[config.mk]
export PLATFORM = sky130hd
export DESIGN_NAME = array_multiplier
export DESIGN_NICKNAME = d
export VERILOG_FILES = /design/src/rtl/array_multiplier.sv
export SDC_FILE = /design/constraint.sdc
export NUM_CORES = 1
export LEC_CHECK = 0
export BUFFER_PORTS_ARGS = -buffer_cell sky130_fd_sc_hd__buf_2
export CAP_MARGIN = 20
export CORE_MARGIN = 3
export CORE_UTILIZATION = 30
export CTS_CLUSTER_SIZE = 25
export DETAILED_ROUTE_END_ITERATION = 12
export PLACE_DENSITY_LB_ADDON = 0.05
export SKIP_LAST_GASP = 1
export SLEW_MARGIN = 10
export SYNTH_ARGS = -nofsm -noshare
export SYNTH_HDL_FRONTEND = slang
export SYNTH_SLANG_ARGS = --single-unit
[constraint.sdc]
create_clock -name clk -period 3.5 [get_ports clk]
set_input_delay 0.175 -clock clk [delete_from_list [all_inputs] [get_ports clk]]
set_output_delay 0.175 -clock clk [all_outputs]
set_load 0.02 [all_outputs]
[src/rtl/array_multiplier.sv]
// rtl/array_multiplier.sv - unsigned 4x4 FA/HA array multiplier with registered 8-bit product
//
// Ports:
//   clk       rising-edge clock
//   rst       synchronous, active-high reset
//   A, B      4-bit unsigned operands
//   in_valid  A/B qualify this cycle
//   Product   registered unsigned product A*B
//   out_valid Product holds a new result this cycle
//
// Build option ARRAY_MULT_PIPE_EN: registers the array after row 2, giving latency 2.
// Otherwise the array is purely combinational into the Product register, giving latency 1.
module array_multiplier (
    input  logic       clk,
    input  logic       rst,
    input  logic [3:0] A,
    input  logic [3:0] B,
    input  logic       in_valid,
    output logic [7:0] Product,
    output logic       out_valid
);

    // Cells return {carry, sum}.
    function automatic logic [1:0] ha(input logic a, input logic b);
        return {a & b, a ^ b};
    endfunction

    function automatic logic [1:0] fa(input logic a, input logic b, input logic c);
        return {(a & b) | (c & (a ^ b)), a ^ b ^ c};
    endfunction

    // Carry-save rows. Row i cell j has weight i+j; s*[3] is the lone
    // top partial product of that row, which has nothing to add to it.
    logic [3:0] s1, s2, s3;
    logic [2:0] c1, c2, c3;
    logic [2:0] lo_bits;

    always_comb begin
        s1 = '0;
        c1 = '0;
        s2 = '0;
        c2 = '0;
        for (int j = 0; j < 3; j++) begin
            {c1[j], s1[j]} = ha(A[j] & B[1], A[j+1] & B[0]);
        end
        s1[3] = A[3] & B[1];
        for (int j = 0; j < 3; j++) begin
            {c2[j], s2[j]} = fa(A[j] & B[2], s1[j+1], c1[j]);
        end
        s2[3] = A[3] & B[2];
        lo_bits = {s2[0], s1[0], A[0] & B[0]};
    end

    // Boundary between row 2 and row 3.
    logic [3:0] st_a;
    logic       st_b3;
    logic [3:1] st_s2;
    logic [2:0] st_c2;
    logic [2:0] st_lo;
    logic       st_v;

`ifdef ARRAY_MULT_PIPE_EN
    always_ff @(posedge clk) begin
        if (rst) begin
            st_a  <= '0;
            st_b3 <= 1'b0;
            st_s2 <= '0;
            st_c2 <= '0;
            st_lo <= '0;
            st_v  <= 1'b0;
        end else begin
            st_a  <= A;
            st_b3 <= B[3];
            st_s2 <= s2[3:1];
            st_c2 <= c2;
            st_lo <= lo_bits;
            st_v  <= in_valid;
        end
    end
`else
    always_comb begin
        st_a  = A;
        st_b3 = B[3];
        st_s2 = s2[3:1];
        st_c2 = c2;
        st_lo = lo_bits;
        st_v  = in_valid;
    end
`endif

    // Row 3 followed by the ripple merge of its sum/carry vectors.
    logic [7:0] prod_next;
    logic       k4, k5, k6;

    always_comb begin
        s3 = '0;
        c3 = '0;
        {c3[0], s3[0]} = fa(st_a[0] & st_b3, st_s2[1], st_c2[0]);
        {c3[1], s3[1]} = fa(st_a[1] & st_b3, st_s2[2], st_c2[1]);
        {c3[2], s3[2]} = fa(st_a[2] & st_b3, st_s2[3], st_c2[2]);
        s3[3] = st_a[3] & st_b3;

        prod_next[2:0] = st_lo;
        prod_next[3]   = s3[0];
        {k4, prod_next[4]} = ha(s3[1], c3[0]);
        {k5, prod_next[5]} = fa(s3[2], c3[1], k4);
        {k6, prod_next[6]} = fa(s3[3], c3[2], k5);
        // 15*15 = 225 fits, so the top carry is the final product bit.
        prod_next[7] = k6;
    end

    always_ff @(posedge clk) begin
        if (rst) begin
            Product   <= 8'h00;
            out_valid <= 1'b0;
        end else begin
            Product   <= prod_next;
            out_valid <= st_v;
        end
    end

endmodule

==> results of run 1 <==
==> routing by layer <==
layer | GRT usage (%) | up-vias
met3 | 2.42 | 0
met4 | 5.53 | 0
li1 | - | 203
met5 | 0 | -
met1 | 9.02 | 176
met2 | 12.6 | 18
==> cell usage after synthesis <==
| library cell | instances |
|---|---|
| and2_1 | 9 |
| and2b_2 | 8 |
| and3b_2 | 1 |
| dfxtp_1 | 9 |
| fa_1 | 8 |
| ha_1 | 4 |
| inv_1 | 8 |
| nand2_1 | 6 |
==> registers in the layout (all words and copies together), names as in the netlist <==
| name | flops |
|---|---|
| Product | 8 |
| out_valid | 1 |
==> worst max-delay path by stage <==
stage | depth (start not counted) | endpoint | slack [ns]
floorplan | 10 | Product[6] | 0.69
global placement | 11 | Product[6] | 0.48
detailed placement | 11 | Product[6] | 0.49
CTS | 11 | Product[6] | 0.74
global route | 11 | Product[6] | 0.67
finish | 11 | Product[6] | 0.75
==> power groups by stage <==
stage | sequential, W | clock (W) | combinational [W]
global placement | 0.000119 | 0 | 0.0000816
detailed placement | 0.000118 | 0 | 0.0000813
floorplan | 0.000134 | 0 | 0.0000382
CTS | 0.000116 | 0.0000779 | 0.0000823
global route | 0.000117 | 0.0000829 | 0.0000927
finish | 0.000116 | 0.0000732 | 0.0000793
==> cell families (layout without fill, tap and decap cells) <==
group | count (synthesis) | after routing
buffers and inverters | 8 | 31
DFF | 9 | 9
adders and majority gates | 12 | 12
and+or+nand+nor | 24 | 24
==> final cells by class <==
type                       count  area, µm²
clock buffer                   4       26.3
fill                         186       1050
inverter                       8       30.0
multi-input combinational     36        369
sequential                     9        180
tap                           25       31.3
timing repair buffer          19       95.1
==> metrics by stage <==
step / area (µm²) / instances / hold slack (ns) / worst slack [ns] / utilization (%)
floorplan: 579 / 53 / 0.317 / 0.686 / -
global placement: 706 / 97 / 0.400 / 0.483 / 39.6
detailed placement: 706 / 97 / 0.404 / 0.490 / 39.6
CTS: 732 / 101 / 0.142 / 0.744 / 41.1
global route: 732 / 101 / 0.141 / 0.668 / 41.1
finish: 732 / 101 / 0.148 / 0.755 / 41.1
==> results.sh, run 1 <==
export IMPL_p_int_w=0.000193
export IMPL_clk_pin_slew_ns=0.05
export IMPL_wl_met3_um=68
export IMPL_ios=20
export IMPL_ant_nets=0
export IMPL_cts_resized=0
export IMPL_synth_top_cell_area_share_pct=31.1
export IMPL_drt_initial_drc_count=0
export IMPL_synth_area_mux_share_pct=0
export IMPL_numCtsBuffers=3
export IMPL_cp_arrival_ns=2.89
export IMPL_max_cap_violations=0
export IMPL_required_ns=3.64
export IMPL_clock_sinks=9
export IMPL_min_to="out_valid"
export IMPL_outcome="finished, final reports clean"
export IMPL_p_leak_nw=0.395
export IMPL_overflow=0
export IMPL_synth_ff_latch_count=9
export IMPL_path_cells="buf_2 > and2_1 > ha_1 > inv_1 > fa_1 > inv_1 > fa_1 > ha_1 > fa_1 > fa_1 > and2b_2"
export IMPL_layout_drive_gt1_share_pct=40.8
export IMPL_rows=15
export IMPL_crit_path_frequent_cell="fa_1"
export IMPL_final_common_cell="buf_2"
export IMPL_syn_nets=76
export IMPL_via_per_inst=3.93
export IMPL_root_buffer="clkbuf_4"
export IMPL_io_buffers=19
export IMPL_critPathMaxFanout=4
export IMPL_syn_inst=53
export IMPL_min_period_over_period_pct=78.4
export IMPL_wl_met1_um=437
export IMPL_vdd_drop_max_uv=123
export IMPL_drc=0
export IMPL_rsz0062_at_grt="no"
export IMPL_swShare_pct=28.1
export IMPL_synth_compound_area_share_pct=0
export IMPL_cp_end_kind="flop"
export IMPL_path_delay_family="adder cells"
export IMPL_cp_slowest_cell="fa_1"
export IMPL_start_util_pct=32.5
export IMPL_vias=397
export IMPL_routed_wirelength_um=859
export IMPL_final_nets=100
export IMPL_worst_pin_slew_ns=0.108
export IMPL_final_cell_mix="buf_2, dfxtp_1, and2_1"
export IMPL_highest_layer="met3"
export IMPL_antenna_found_initial=0
export IMPL_path_class="input pin to flop"
export IMPL_synthXorXnorAreaFrac_pct=0
export IMPL_grt_max_degree=10
export IMPL_ys_top_cells_by_area="dfxtp_1, fa_1, and2b_2, and2_1, ha_1"
export IMPL_worstHoldPathType="input pin to flop"
export IMPL_syn_to_final_growth_pct=26.3
export IMPL_route_met2_wl_um=354
export IMPL_power_switching_w=0.0000756
export IMPL_core_area_um2=1780
export IMPL_globalplace_congestion=0.667
export IMPL_dr_pass1_iters=1
export IMPL_ctsHoldBuffers=0
export IMPL_cts_max_path_buffers=2
export IMPL_finalPower_w=0.000269
export IMPL_synth_fa_ha_area_share_pct=36.3
export IMPL_fmax_mhz=364
export IMPL_synth_top_cell_by_area="dfxtp_1"
export IMPL_p_seq_share_pct=43.2
export IMPL_grt_use_total_pct=7.93
export IMPL_power_density_nw_per_um2=367
export IMPL_htree_levels=1
export IMPL_syn_area_um2=579
export IMPL_synth_top_family_by_area="adder cells"
export IMPL_hold_depth=2
export IMPL_grt_pass1_wl_um=1500
export IMPL_slowest_delay_ns=0.50
export IMPL_drv_slew=0
export IMPL_dieArea_um2=2490
export IMPL_grt_pass1_vias=389
export IMPL_hold_viol_final=0
export IMPL_combPwrFrac_pct=29.5
export IMPL_critical_path_startpoint="B[1]"
export IMPL_hp_start="in_valid"
export IMPL_ys_types=8
export IMPL_ys_warnings_count=0
export IMPL_post_cts_setup_buffer_count=0
export IMPL_setup_viol=0
export IMPL_p_clk_share_pct=27.3
export IMPL_cp_start_kind="input pin"
export IMPL_wl_per_cell_um=8.50
export IMPL_die_h_um=49.9
export IMPL_dpl_hpwl_um=781
export IMPL_syn_area_per_cell_um2=10.9
export IMPL_cts_tree="done"
export IMPL_max_slew_margin_pct=92.8
export IMPL_tns_ns=0
export IMPL_min_period_ns=2.75
export IMPL_ys_seq_area_share_pct=31.1
export IMPL_synthSimpleGateAreaFrac_pct=27.4
export IMPL_crit_buf_inv=3
export IMPL_antenna_diode_count=0
export IMPL_die_w_um=49.9
No activity file was read; power rests on OpenSTA's default activity.
==> run 2: changes to the inputs <==
--- a/config.mk
+++ b/config.mk
@@ -5,6 +5,7 @@
 export SDC_FILE = /design/constraint.sdc
 export NUM_CORES = 1
 export LEC_CHECK = 0
+export ABC_AREA = 1
 export BUFFER_PORTS_ARGS = -buffer_cell sky130_fd_sc_hd__buf_2
 export CAP_MARGIN = 20
 export CORE_MARGIN = 3
==> constraint.sdc (replaced) <==
create_clock -name clk -period 2.66 [get_ports clk]
set_input_delay 0.133 -clock clk [delete_from_list [all_inputs] [get_ports clk]]
set_output_delay 0.133 -clock clk [all_outputs]
set_load 0.02 [all_outputs]
==> run 2 against run 1 <==
  * Area after synthesis up 1.7%
  * Setup slack worse by 0.62 ns
  * Critical path depth up 2
  * Clock power up 38%
  * Sequential share of layout area down 1.8 points
  * Via count up 23%
  * Total power up 38%
  * Combinational power up 48%
  * Sequential power up 32%
  * Die area up 1.5%
  * Global-route usage up 1.6 points
  * Non-clock buffer count up 7
  * Critical endpoint unchanged
  * Largest cell class unchanged
==> results.sh, run 2 <==
export IMPL_layout_drive_gt1_share_pct=30.7
export IMPL_reg_top3="Product (8), out_valid (1)"
export IMPL_io_buffers=19
export IMPL_max_cap_violations=0
export IMPL_hold_slack_ns=0.0811
export IMPL_synth_edf_count=0
export IMPL_fmax_mhz=397
export IMPL_crit_path_frequent_cell="inv_1"
export IMPL_ys_seq_area_share_pct=30.6
export IMPL_top_register="Product"
export IMPL_cp_start_kind="input pin"
export IMPL_antenna_found_initial=0
export IMPL_syn_inst=72
export IMPL_grt_pass1_wl_um=1800
export IMPL_hold_depth=3
export IMPL_vdd_drop_max_uv=271
export IMPL_root_buffer="clkbuf_4"
export IMPL_dpl_hpwl_um=860
export IMPL_globalplace_congestion=0.735
export IMPL_dr_pass1_iters=2
export IMPL_syn_area_per_cell_um2=8.18
export IMPL_p_seq_share_pct=41.2
export IMPL_dieArea_um2=2530
export IMPL_min_to="out_valid"
export IMPL_start_util_pct=33.1
export IMPL_outcome="finished, final reports clean"
export IMPL_htree_levels=1
export IMPL_clk_pin_slew_ns=0.06
export IMPL_ys_top_cells_by_area="dfxtp_1, fa_1, inv_1, nand2_1, ha_1"
export IMPL_synth_top_cell_by_area="dfxtp_1"
export IMPL_drc=0
export IMPL_synth_top_cell_area_share_pct=30.6
export IMPL_synth_top_cells_by_count="inv_1, nand2_1, dfxtp_1, nor2_1, fa_1"
export IMPL_synthArstFlopShare_pct=0
export IMPL_finalPower_w=0.000371
export IMPL_crit_buf_inv=5
export IMPL_worst_pin_slew_ns=0.155
export IMPL_power_switching_w=0.000115
export IMPL_wl_per_cell_um=7.44
export IMPL_final_common_cell="inv_1"
export IMPL_drv_slew=0
export IMPL_synth_main_ff_cell="dfxtp_1"
export IMPL_min_period_over_period_pct=94.8
export IMPL_cts_tree="done"
export IMPL_p_leak_nw=0.497
export IMPL_hp_start="in_valid"
export IMPL_synth_ff_latch_count=9
export IMPL_p_clk_share_pct=27.3
export IMPL_p_int_w=0.000256
export IMPL_numCtsBuffers=3
export IMPL_antenna_diode_count=0
export IMPL_cp_slowest_cell="fa_1"
export IMPL_path_delay_family="adder cells"
export IMPL_drt_initial_drc_count=1
export IMPL_ys_warnings_count=0
export IMPL_die_w_um=50.3
export IMPL_min_period_ns=2.52
export IMPL_routed_wirelength_um=938
export IMPL_ant_nets=0
export IMPL_path_cells="buf_2 > nand2_1 > inv_1 > ha_1 > inv_1 > fa_1 > inv_1 > fa_1 > ha_2 > fa_2 > fa_1 > inv_1 > nor2_1"
export IMPL_via_per_inst=3.87
export IMPL_power_density_nw_per_um2=470
export IMPL_final_cell_mix="inv_1, buf_2, nand2_1, dfxtp_1, nor2_1"
export IMPL_cts_max_path_buffers=2
export IMPL_grt_use_total_pct=9.56
export IMPL_syn_to_final_growth_pct=33.8
export IMPL_slowest_delay_ns=0.50
export IMPL_final_nets=125
export IMPL_required_ns=2.86
export IMPL_syn_area_um2=589
export IMPL_path_class="input pin to flop"
export IMPL_combPwrFrac_pct=31.5
export IMPL_vias=488
export IMPL_rows=15
export IMPL_overflow=0
export IMPL_worstHoldPathType="input pin to flop"
export IMPL_die_h_um=50.3
export IMPL_cp_arrival_ns=2.72
export IMPL_swShare_pct=31.0
export IMPL_fin_util_pct=44.2
export IMPL_post_cts_setup_buffer_count=0
export IMPL_ios=20
export IMPL_grt_pass1_vias=476
export IMPL_setup_viol=0
export IMPL_critPathMaxFanout=3
export IMPL_grt_max_degree=10
export IMPL_ys_types=7
export IMPL_cp_end_kind="flop"
export IMPL_synth_most_common_cell="inv_1"
export IMPL_hold_viol_final=0
export IMPL_clock_sinks=9
export IMPL_max_slew_margin_pct=89.7
export IMPL_core_area_um2=1780
export IMPL_rsz0062_at_grt="no"
export IMPL_largest_reg_flops=8
export IMPL_tns_ns=0
export IMPL_syn_nets=95
==> run 2: cell count changes in the layout (fill, tap and decap cells not counted), sizes merged <==
cell and delta:
and2 -9, and2b -8, and3b -1, buf +7, inv +17, nand2 +10, nor2 +9
==> run 2: area by class of cell <==
type | count | area, µm²
Clock buffer | 4 | 26.3
Inverter | 25 | 93.8
Tap cell | 25 | 31.3
Sequential cell | 9 | 180
Timing Repair Buffer | 26 | 148
Fill cell | 195 | 995
Multi-Input combinational cell | 37 | 309
==> run 2: worst max-delay path by stage <==
stage	slack, ns	endpoint	cells after the start	startpoint
2_1_floorplan	0.04	Product[6]	12	B[1]
3_3_place_gp	-0.19	Product[6]	13	B[0]
3_5_place_dp	-0.20	Product[6]	13	B[1]
4_1_cts	0.06	Product[6]	13	B[1]
5_1_grt	0.02	Product[6]	13	B[0]
6_report	0.14	Product[6]	13	B[1]
==> run 2: tightest hold or removal path, delay by kind of cell <==
kind                   cells  cell delay, ns
buffers and inverters      2            0.11
and+or+nand+nor            1            0.06
==> run 2: timing repair <==
item / 4_1_cts / 5_1_grt
endpoints found under the hold margin: 0 / 0
setup endpoints to repair: 0 / 1
hold buffers: 0 / 0
gates resized for setup: 0 / 2
==> run 2: metal layers <==
layer | up-vias | wire length [µm] | track usage [%]
met5 | - | 0 | 0
met1 | 223 | 398 | 11.0
met3 | 2 | 78 | 5.34
met4 | 0 | 7 | 2.69
met2 | 11 | 454 | 15.2
li1 | 252 | - | -
==> run 2: metrics by stage <==
step | area (µm²) | setup WS [ns] | std cells
3_5_place_dp | 757 | -0.202 | 122
6_report | 788 | 0.138 | 126
2_1_floorplan | 589 | 0.0374 | 72
5_1_grt | 788 | 0.0161 | 126
3_3_place_gp | 757 | -0.186 | 122
4_1_cts | 783 | 0.0638 | 126
==> run 2: cell families after synthesis <==
family / synth area share [%]
buffers and inverters: 17.8
AND/OR/NAND/NOR: 15.9
adder cells (fa/ha/maj): 35.7
flip-flops: 30.6
==> run 2: power groups by stage <==
| stage | clock network (W) | logic [W] | registers, W |
|---|---|---|---|
| 4_1_cts | 0.000107 | 0.000119 | 0.000153 |
| 5_1_grt | 0.000114 | 0.000136 | 0.000154 |
| 3_5_place_dp | 0 | 0.000119 | 0.000156 |
| 2_1_floorplan | 0 | 0.0000557 | 0.000177 |
| 6_report | 0.000101 | 0.000117 | 0.000153 |
| 3_3_place_gp | 0 | 0.000120 | 0.000156 |
